--- config.mk ---
export PLATFORM = sky130hd
export DESIGN_NAME = dom_share_codec_flat
export DESIGN_NICKNAME = d
export VERILOG_FILES = /design/src/rtl/dom_share_codec_pkg.sv /design/src/rtl/dom_share_codec_if.sv /design/src/rtl/dom_share_codec_stage.sv /design/src/rtl/dom_share_codec.sv /design/src/flat_wrapper.sv
export SDC_FILE = /design/constraint.sdc
export NUM_CORES = 1
export LEC_CHECK = 0
export ABC_CLOCK_PERIOD_IN_PS = 5800
export CORE_UTILIZATION = 60
export DETAILED_ROUTE_END_ITERATION = 10
export DONT_BUFFER_PORTS = 1
export GPL_TIMING_DRIVEN = 0
export PLACE_DENSITY = 0.73
export RECOVER_POWER = 25
export REMOVE_ABC_BUFFERS = 1
export SYNTH_ARGS = -nofsm -noshare
export SYNTH_HDL_FRONTEND = slang
export SYNTH_SLANG_ARGS = --single-unit
--- constraint.sdc ---
create_clock -name clk -period 5.8 [get_ports clk]
set_input_delay 1.74 -clock clk [delete_from_list [all_inputs] [get_ports clk]]
set_output_delay 1.74 -clock clk [all_outputs]
set_load 0.02 [all_outputs]
--- src/rtl/dom_share_codec_pkg.sv ---
// rtl/dom_share_codec_pkg.sv - shared constants and types for the share codec
package dom_codec_pkg;

    localparam int SHARES    = 2;
    localparam int DEF_WIDTH = 8;
    localparam int DEF_CNT_W = 16;

    // Share pair at the default width; share0 sits in the upper half
    typedef struct packed {
        logic [DEF_WIDTH-1:0] share0;
        logic [DEF_WIDTH-1:0] share1;
    } share_pair_t;

endpackage

--- src/rtl/dom_share_codec_if.sv ---
// rtl/dom_share_codec_if.sv - encoder/decoder handshake bundle for the share codec
interface dom_share_codec_if
    import dom_codec_pkg::*;
#(
    parameter int WIDTH = DEF_WIDTH
);
    logic             enc_in_valid;
    logic             enc_in_ready;
    logic [WIDTH-1:0] enc_in_data;
    logic [WIDTH-1:0] enc_in_rand;
    logic             enc_out_valid;
    logic             enc_out_ready;
    logic [WIDTH-1:0] enc_out_share0;
    logic [WIDTH-1:0] enc_out_share1;
    logic             dec_in_valid;
    logic             dec_in_ready;
    logic [WIDTH-1:0] dec_in_share0;
    logic [WIDTH-1:0] dec_in_share1;
    logic             dec_out_valid;
    logic             dec_out_ready;
    logic [WIDTH-1:0] dec_out_data;

    // Master drives words/shares in and accepts results
    modport master (
        output enc_in_valid, enc_in_data, enc_in_rand, enc_out_ready,
        output dec_in_valid, dec_in_share0, dec_in_share1, dec_out_ready,
        input  enc_in_ready, enc_out_valid, enc_out_share0, enc_out_share1,
        input  dec_in_ready, dec_out_valid, dec_out_data
    );

    // Slave is the codec itself
    modport slave (
        input  enc_in_valid, enc_in_data, enc_in_rand, enc_out_ready,
        input  dec_in_valid, dec_in_share0, dec_in_share1, dec_out_ready,
        output enc_in_ready, enc_out_valid, enc_out_share0, enc_out_share1,
        output dec_in_ready, dec_out_valid, dec_out_data
    );
endinterface

--- src/rtl/dom_share_codec_stage.sv ---
// rtl/dom_share_codec_stage.sv - valid/ready register slice with full throughput
module dom_share_stage #(
    parameter int W = 8
) (
    input  logic         clk,
    input  logic         rst,
    input  logic         in_valid_i,
    output logic         in_ready_o,
    input  logic [W-1:0] in_data_i,
    output logic         out_valid_o,
    input  logic         out_ready_i,
    output logic [W-1:0] out_data_o
);
    logic         valid_q, valid_d;
    logic [W-1:0] data_q, data_d;
    logic         load;

    // Load when empty or draining this cycle; hold contents otherwise
    always_comb begin
        in_ready_o = !valid_q || out_ready_i;
        load       = in_valid_i && in_ready_o;
        valid_d    = valid_q;
        data_d     = data_q;
        if (load) begin
            valid_d = 1'b1;
            data_d  = in_data_i;
        end else if (out_ready_i) begin
            valid_d = 1'b0;
        end
    end

    // Slice register; reset empties the slice and clears the payload
    always_ff @(posedge clk or posedge rst) begin
        if (rst) begin
            valid_q <= 1'b0;
            data_q  <= '0;
        end else begin
            valid_q <= valid_d;
            data_q  <= data_d;
        end
    end

    assign out_valid_o = valid_q;
    assign out_data_o  = data_q;
endmodule

--- src/rtl/dom_share_codec.sv ---
// rtl/dom_share_codec.sv - Boolean masking encoder and registered share recombiner
module dom_share_codec
    import dom_codec_pkg::*;
#(
    parameter int WIDTH = DEF_WIDTH,
    parameter int CNT_W = DEF_CNT_W
) (
    input  logic              clk,
    input  logic              rst,
    dom_share_codec_if.slave  bus,
    output logic [CNT_W-1:0]  enc_count,
    output logic [CNT_W-1:0]  dec_count
);
    localparam int PW = SHARES * WIDTH;

    logic          enc_ready;
    logic [PW-1:0] enc_pair;
    logic          dec_ready;
    logic          s1_valid;
    logic [PW-1:0] s1_pair;
    logic          s2_can_load;
    logic [WIDTH-1:0] s1_recombined;
    logic [CNT_W-1:0] enc_cnt_q, enc_cnt_d;
    logic [CNT_W-1:0] dec_cnt_q, dec_cnt_d;

    // Encoder: mask is applied ahead of the only register, so outputs are pure flops
    dom_share_stage #(.W(PW)) u_enc (
        .clk         (clk),
        .rst         (rst),
        .in_valid_i  (bus.enc_in_valid),
        .in_ready_o  (enc_ready),
        .in_data_i   ({bus.enc_in_data ^ bus.enc_in_rand, bus.enc_in_rand}),
        .out_valid_o (bus.enc_out_valid),
        .out_ready_i (bus.enc_out_ready),
        .out_data_o  (enc_pair)
    );

    // Decoder S1: shares are registered side by side, never combined before this edge
    dom_share_stage #(.W(PW)) u_dec_s1 (
        .clk         (clk),
        .rst         (rst),
        .in_valid_i  (bus.dec_in_valid),
        .in_ready_o  (dec_ready),
        .in_data_i   ({bus.dec_in_share0, bus.dec_in_share1}),
        .out_valid_o (s1_valid),
        .out_ready_i (s2_can_load),
        .out_data_o  (s1_pair)
    );

    assign s1_recombined = s1_pair[PW-1:WIDTH] ^ s1_pair[WIDTH-1:0];

    // Decoder S2: recombination only ever sees glitch-free registered shares
    dom_share_stage #(.W(WIDTH)) u_dec_s2 (
        .clk         (clk),
        .rst         (rst),
        .in_valid_i  (s1_valid),
        .in_ready_o  (s2_can_load),
        .in_data_i   (s1_recombined),
        .out_valid_o (bus.dec_out_valid),
        .out_ready_i (bus.dec_out_ready),
        .out_data_o  (bus.dec_out_data)
    );

    // Readys are forced low while reset is held so every output reads 0
    assign bus.enc_in_ready   = enc_ready && !rst;
    assign bus.dec_in_ready   = dec_ready && !rst;
    assign bus.enc_out_share0 = enc_pair[PW-1:WIDTH];
    assign bus.enc_out_share1 = enc_pair[WIDTH-1:0];

    // Completed output transfers, wrapping naturally at the counter width
    always_comb begin
        enc_cnt_d = enc_cnt_q;
        dec_cnt_d = dec_cnt_q;
        if (bus.enc_out_valid && bus.enc_out_ready) enc_cnt_d = enc_cnt_q + 1'b1;
        if (bus.dec_out_valid && bus.dec_out_ready) dec_cnt_d = dec_cnt_q + 1'b1;
    end

    // Counter registers
    always_ff @(posedge clk or posedge rst) begin
        if (rst) begin
            enc_cnt_q <= '0;
            dec_cnt_q <= '0;
        end else begin
            enc_cnt_q <= enc_cnt_d;
            dec_cnt_q <= dec_cnt_d;
        end
    end

    assign enc_count = enc_cnt_q;
    assign dec_count = dec_cnt_q;
endmodule
--- src/flat_wrapper.sv ---
// flat-port wrapper written by rule: the top's interface ports become plain ports
module dom_share_codec_flat import dom_codec_pkg::*;
#(
    parameter int WIDTH = DEF_WIDTH,
    parameter int CNT_W = DEF_CNT_W
)
  (clk, rst, enc_count, dec_count, bus_enc_in_valid, bus_enc_in_data, bus_enc_in_rand, bus_enc_out_ready, bus_dec_in_valid, bus_dec_in_share0, bus_dec_in_share1, bus_dec_out_ready, bus_enc_in_ready, bus_enc_out_valid, bus_enc_out_share0, bus_enc_out_share1, bus_dec_in_ready, bus_dec_out_valid, bus_dec_out_data);
  dom_share_codec_if #(.WIDTH(WIDTH)) bus_i ();
  input  logic clk;
  input  logic rst;
  output logic [CNT_W-1:0] enc_count;
  output logic [CNT_W-1:0] dec_count;
  input wire logic [$bits(bus_i.enc_in_valid)-1:0] bus_enc_in_valid;
  input wire logic [$bits(bus_i.enc_in_data)-1:0] bus_enc_in_data;
  input wire logic [$bits(bus_i.enc_in_rand)-1:0] bus_enc_in_rand;
  input wire logic [$bits(bus_i.enc_out_ready)-1:0] bus_enc_out_ready;
  input wire logic [$bits(bus_i.dec_in_valid)-1:0] bus_dec_in_valid;
  input wire logic [$bits(bus_i.dec_in_share0)-1:0] bus_dec_in_share0;
  input wire logic [$bits(bus_i.dec_in_share1)-1:0] bus_dec_in_share1;
  input wire logic [$bits(bus_i.dec_out_ready)-1:0] bus_dec_out_ready;
  output wire logic [$bits(bus_i.enc_in_ready)-1:0] bus_enc_in_ready;
  output wire logic [$bits(bus_i.enc_out_valid)-1:0] bus_enc_out_valid;
  output wire logic [$bits(bus_i.enc_out_share0)-1:0] bus_enc_out_share0;
  output wire logic [$bits(bus_i.enc_out_share1)-1:0] bus_enc_out_share1;
  output wire logic [$bits(bus_i.dec_in_ready)-1:0] bus_dec_in_ready;
  output wire logic [$bits(bus_i.dec_out_valid)-1:0] bus_dec_out_valid;
  output wire logic [$bits(bus_i.dec_out_data)-1:0] bus_dec_out_data;
  assign bus_i.enc_in_valid = bus_enc_in_valid;
  assign bus_i.enc_in_data = bus_enc_in_data;
  assign bus_i.enc_in_rand = bus_enc_in_rand;
  assign bus_i.enc_out_ready = bus_enc_out_ready;
  assign bus_i.dec_in_valid = bus_dec_in_valid;
  assign bus_i.dec_in_share0 = bus_dec_in_share0;
  assign bus_i.dec_in_share1 = bus_dec_in_share1;
  assign bus_i.dec_out_ready = bus_dec_out_ready;
  assign bus_enc_in_ready = bus_i.enc_in_ready;
  assign bus_enc_out_valid = bus_i.enc_out_valid;
  assign bus_enc_out_share0 = bus_i.enc_out_share0;
  assign bus_enc_out_share1 = bus_i.enc_out_share1;
  assign bus_dec_in_ready = bus_i.dec_in_ready;
  assign bus_dec_out_valid = bus_i.dec_out_valid;
  assign bus_dec_out_data = bus_i.dec_out_data;
  dom_share_codec #(.WIDTH(WIDTH), .CNT_W(CNT_W)) u_core (.clk(clk), .rst(rst), .bus(bus_i), .enc_count(enc_count), .dec_count(dec_count));
endmodule
After elaboration in Yosys (flattened, before gate mapping)
Cells that the tools add are included.
- add/sub/neg operators: 2
- mux-type cells: 6
- bitwise operators: 2
- reductions and logical operators: 17
- operators by type and width (cell ; count):
    $add A16 B1 Y16 const B ; 2
    $xor A8 B8 Y8 ; 2
    $logic_and A1 B1 Y1 ; 7
    $mux W1 ; 6
    $reduce_bool A2 Y1 ; 3
    $logic_not A1 Y1 ; 4
    $logic_or A1 B1 Y1 ; 3
- flip-flop bits (word level): 75
- output and inout bits: 60

Depth between registers and ports, before layout
- word-level depth: 5
- mapped depth: 5
- depth with buffers taken out: 5

Cells and area by module
From an unflattened synthesis, not the netlist that was laid out.
- cells, all modules: 235
- area, all modules: 3375.7 sq um
- by module, submodules not included (module ; instances ; cells an instance ; area each (sq um) ; seq. area each (sq um)):
    dom_share_codec ; 1 ; 138 ; 1587.8 ; 800.8
    dom_share_stage (u_core.u_dec_s1 ...) ; 2 ; 38 ; 699.4 ; 425.4
    dom_share_stage (u_core.u_dec_s2) ; 1 ; 21 ; 389.1 ; 225.2

Worst setup path before layout
No wires, ideal clock.
- path kind: in2out
- start: in rst
- end: out bus_enc_in_ready
- arrival: 3717 ps
- required time: 4060 ps
- setup slack: 343 ps
- stages: 2
- cell sequence: inv_1 -> and2_1
- longest elaborated chain between the ends: 2
- RTL lines (what ; RTL line ; text):
    from (decl) ; flat_wrapper.sv:10 ; input logic rst;
    $logic_not A1 Y1 ; dom_share_codec.sv:65 ; assign bus.enc_in_ready = enc_ready && !rst;
    $logic_and A1 B1 Y1 ; dom_share_codec.sv:65 ;
    to (decl) ; flat_wrapper.sv:21 ; output wire logic [$bits(bus_i.enc_in_ready)-1:0] bus_enc_in_ready;
Every way passes these cells.

Final worst setup path
Ends and elaborated chain as after synthesis.

==> run_results.csv <==
group,metric,value,unit
setup_path,reg2reg_from,"u_core.enc_count[0]",
synthesis,ys.flop_type,"dfrtp_1",
global_route,grt_use_total,20.3,%
finish,nets,295,
setup_path,cp_cell_sequence,"inv_4 -> and2_1",
finish,fill_cells,379,
die,fp.dieArea,0.00546,mm²
synthesis,post-synth-top-count-cell,"dfrtp_1",
clock_network,cts_hold_buf,0,
global_route,grt_pass1_wl,8100,µm
sta,rsz0062_at_grt,"no",
power_and_ir_drop,power.leakage,1.47,nW
synthesis,synth_warnings,0,
routing,dr.pass1.iters,4,
synthesis,synth_cell_type_count,28,
routing,routed_wirelength,4970,µm
synthesis,ys_seq_area_share,60.5,%
sta,max-slew-margin-rel,-29.6,%
clock_network,clk_pin_slew,0.07,ns
synthesis,synth_edf_count,0,
global_route,grt_antenna_before_repair,0,
sta,final.setup.tns,0,ns
setup_path,cp-end-kind,"output pin",
synthesis,synth_common_cells,"dfrtp_1 (75), xnor2_1 (38), nand2_1 (30)",
power_and_ir_drop,p_total,1.31,mW
setup_path,cp_max_fo,39,
clock_network,post_cts_buffers,0,
finish,drive_gt1_share,12.7,%
worst_hold_path,hp-start,"u_core.u_dec_s1.out_data_o[8]",
clock_network,clock-sinks,75,
clock_network,clkLatencyLatePin,0.33,ns
die,io-pin-count,98,
status,violations,"max-capacitance violations, max-slew violations",
placed_design,hpwl,3560,µm
sta,final.period_utilization,71.3,%
sta,slew_viol_final,39,
routing,postRouteAntennaNets,0,
synthesis,synth_top_area_cell,"dfrtp_1",
sta,fmax,242,MHz
setup_path,critical_path_arrival,2.40,ns
setup_path,crit_start,"rst",
routing,dr.first_iter.drc_count,99,
worst_hold_path,hold_class,"reg -> reg",
setup_path,slowest_delay,0.33,ns
finish,syn2layout_area_growth,7.55,%
run,drv_cap,1,
clock_network,numCtsBuffers,9,
power_and_ir_drop,powerDensity,394,mW/mm²
placed_design,place_congestion,0.729,
sta,hold_viol,0,
synthesis,netlist_area,0.00310,mm²
routing,viasPerCell,5.43,
synthesis,ys_ff_latch,75,
setup_path,critPathBufInv,1,
placed_design,io_buffers,0,
global_route,grt_max_degree,40,
routing,num_vias,1774,
routing,drc_errors,0,
sta,clock-skew-final,0.00691,ns
synthesis,syn_avg_cell_area,12.6,µm²
sta,fin_crit,4.14,ns
routing,wl_per_cell,15.2,µm
status,status,"finished, violations left",
synthesis,synth_area_leaders,"dfrtp_1 (61%), xnor2_1 (11%), mux2_1 (5.1%), mux2_2 (4.4%), nand2_1 (3.6%)",
setup_path,crit_family,"simple AND/OR/NAND/NOR gates",
synthesis,async_flop_share,100,%
synthesis,yosys.area.top_type_share,60.5,%
die,initial_core_util,63.9,%
clock_network,clockBufferDepth,2,
synthesis,synth_cells,247,
sta,worstMarginPinSlew,1.94,ns
sta,setup_viol,0,
power_and_ir_drop,peakVddDrop,0.000265,V
setup_path,crit_slowest_cell,"and2_1",
die,rows,25,
global_route,grt_pass1_vias,1808,
clock_network,ctsResizeCount,0,
placed_design,placedCellCount,311,
setup_path,required,4.06,ns
finish,fin_cells,327,
setup_path,critical_path_class,"in -> out",
die,die_w,73.9,µm
global_route,grt-ovfl-total,0,
die,core-area,0.00485,mm²
finish,final_util,68.8,%
die,die_h,73.9,µm
clock_network,cts_tree,"built",
clock_network,h-tree-depth,3,
clock_network,cts_root_buffer,"clkbuf_8",
setup_path,critPathLaunchType,"primary input",
finish,diodes,0,
final timing paths:
| check | cells after the start | slack [ns] | to |
|---|---|---|---|
| max reg2reg | 5 | 4.09 | u_core.enc_count[10] |
| max | 2 | 1.66 | bus_enc_in_ready |
| min in group asynchronous | 1 | 1.29 | u_core.dec_count[13] |
| min reg2reg | 1 | 0.51 | u_core.u_dec_s1.out_data_o[8] |
| max in group asynchronous | 2 | 2.35 | u_core.u_dec_s2.out_data_o[1] |
| min | 1 | 0.51 | u_core.u_dec_s1.out_data_o[8] |
cell families after synthesis:
group | after synthesis | synth area share, %
and+or+nand+nor | 73 | 12.2
xor gates and xnor gates | 46 | 13.0
buffers and inverters | 8 | 1.25
adders and majority gates | 2 | 0.807
muxes | 26 | 9.44
DFF | 75 | 60.5
AOI/OAI and AO/OA | 17 | 2.74
area by class of cell:
class,instances,area (µm²),area share [%]
clock buffers,14,163,4.88
clock inverters,2,10.0,0.300
inverters,4,17.5,0.525
multi-input cells,164,1180,35.4
flip-flops and latches,75,1880,56.3
well taps,67,83.8,2.51
repair buffers,1,3.75,0.113
metrics by stage:
step | hold WS [ns] | cell area, µm² | worst slack (ns)
floorplan | 0.479 | 3080 | 0.343
global placement | 0.496 | 3160 | -0.264
detailed placement | 0.502 | 3180 | 1.62
CTS | 0.519 | 3360 | 1.60
global route | 0.537 | 3330 | 1.55
finish | 0.513 | 3330 | 1.66
routing by layer:
metal / vias up / global-route usage (%) / part of all wire, %
met2: 66 / 30.9 / 46
met4: 0 / 11.5 / 2.0
met3: 9 / 6.72 / 8.8
met5: - / 0 / 0
met1: 852 / 25.6 / 43
li1: 847 / - / -
layout by cell type, fill, tap and decap left out:
cell | netlist | final
nand2b_1 | 5 | 5
nor3_1 | 1 | 1
o21ai_0 | 16 | 16
inv_4 | 0 | 1
clkbuf_8 | 0 | 11
a21oi_1 | 1 | 1
inv_1 | 4 | 3
mux2_1 | 14 | 14
nor3_2 | 1 | 1
clkinv_2 | 0 | 2
nand2_1 | 30 | 30
mux2_2 | 12 | 12
nand3_1 | 7 | 8
and3_1 | 2 | 2
dfrtp_1 | 75 | 75
and2_1 | 1 | 1
clkbuf_1 | 2 | 4
and4_1 | 1 | 1
nor3_4 | 1 | 1
nor2_2 | 1 | 1
ha_1 | 2 | 2
nor2b_1 | 1 | 1
nor2_1 | 9 | 9
xnor2_1 | 38 | 38
nand3_2 | 2 | 1
xor2_1 | 8 | 8
nand4_2 | 1 | 1
nand4_1 | 8 | 8
nand2_2 | 2 | 2
state kept, by name, indices dropped and copies added, names as in the netlist:
name	cells
u_core.u_dec_s1.out_valid_o	1
u_core.dec_count	16
u_core.u_enc.out_data_o	16
u_core.u_dec_s2.out_valid_o	1
u_core.enc_count	16
u_core.u_dec_s2.out_data_o	8
u_core.u_enc.out_valid_o	1
u_core.u_dec_s1.out_data_o	16
power breakdown:
group          leakage (nW)  switching [mW]  total [mW]  internal, mW
Combinational         0.447          0.0741       0.156        0.0822
Sequential            0.929           0.190       0.805         0.615
Clock                0.0905           0.173       0.351         0.178
Power figures use the tool's default switching activity.
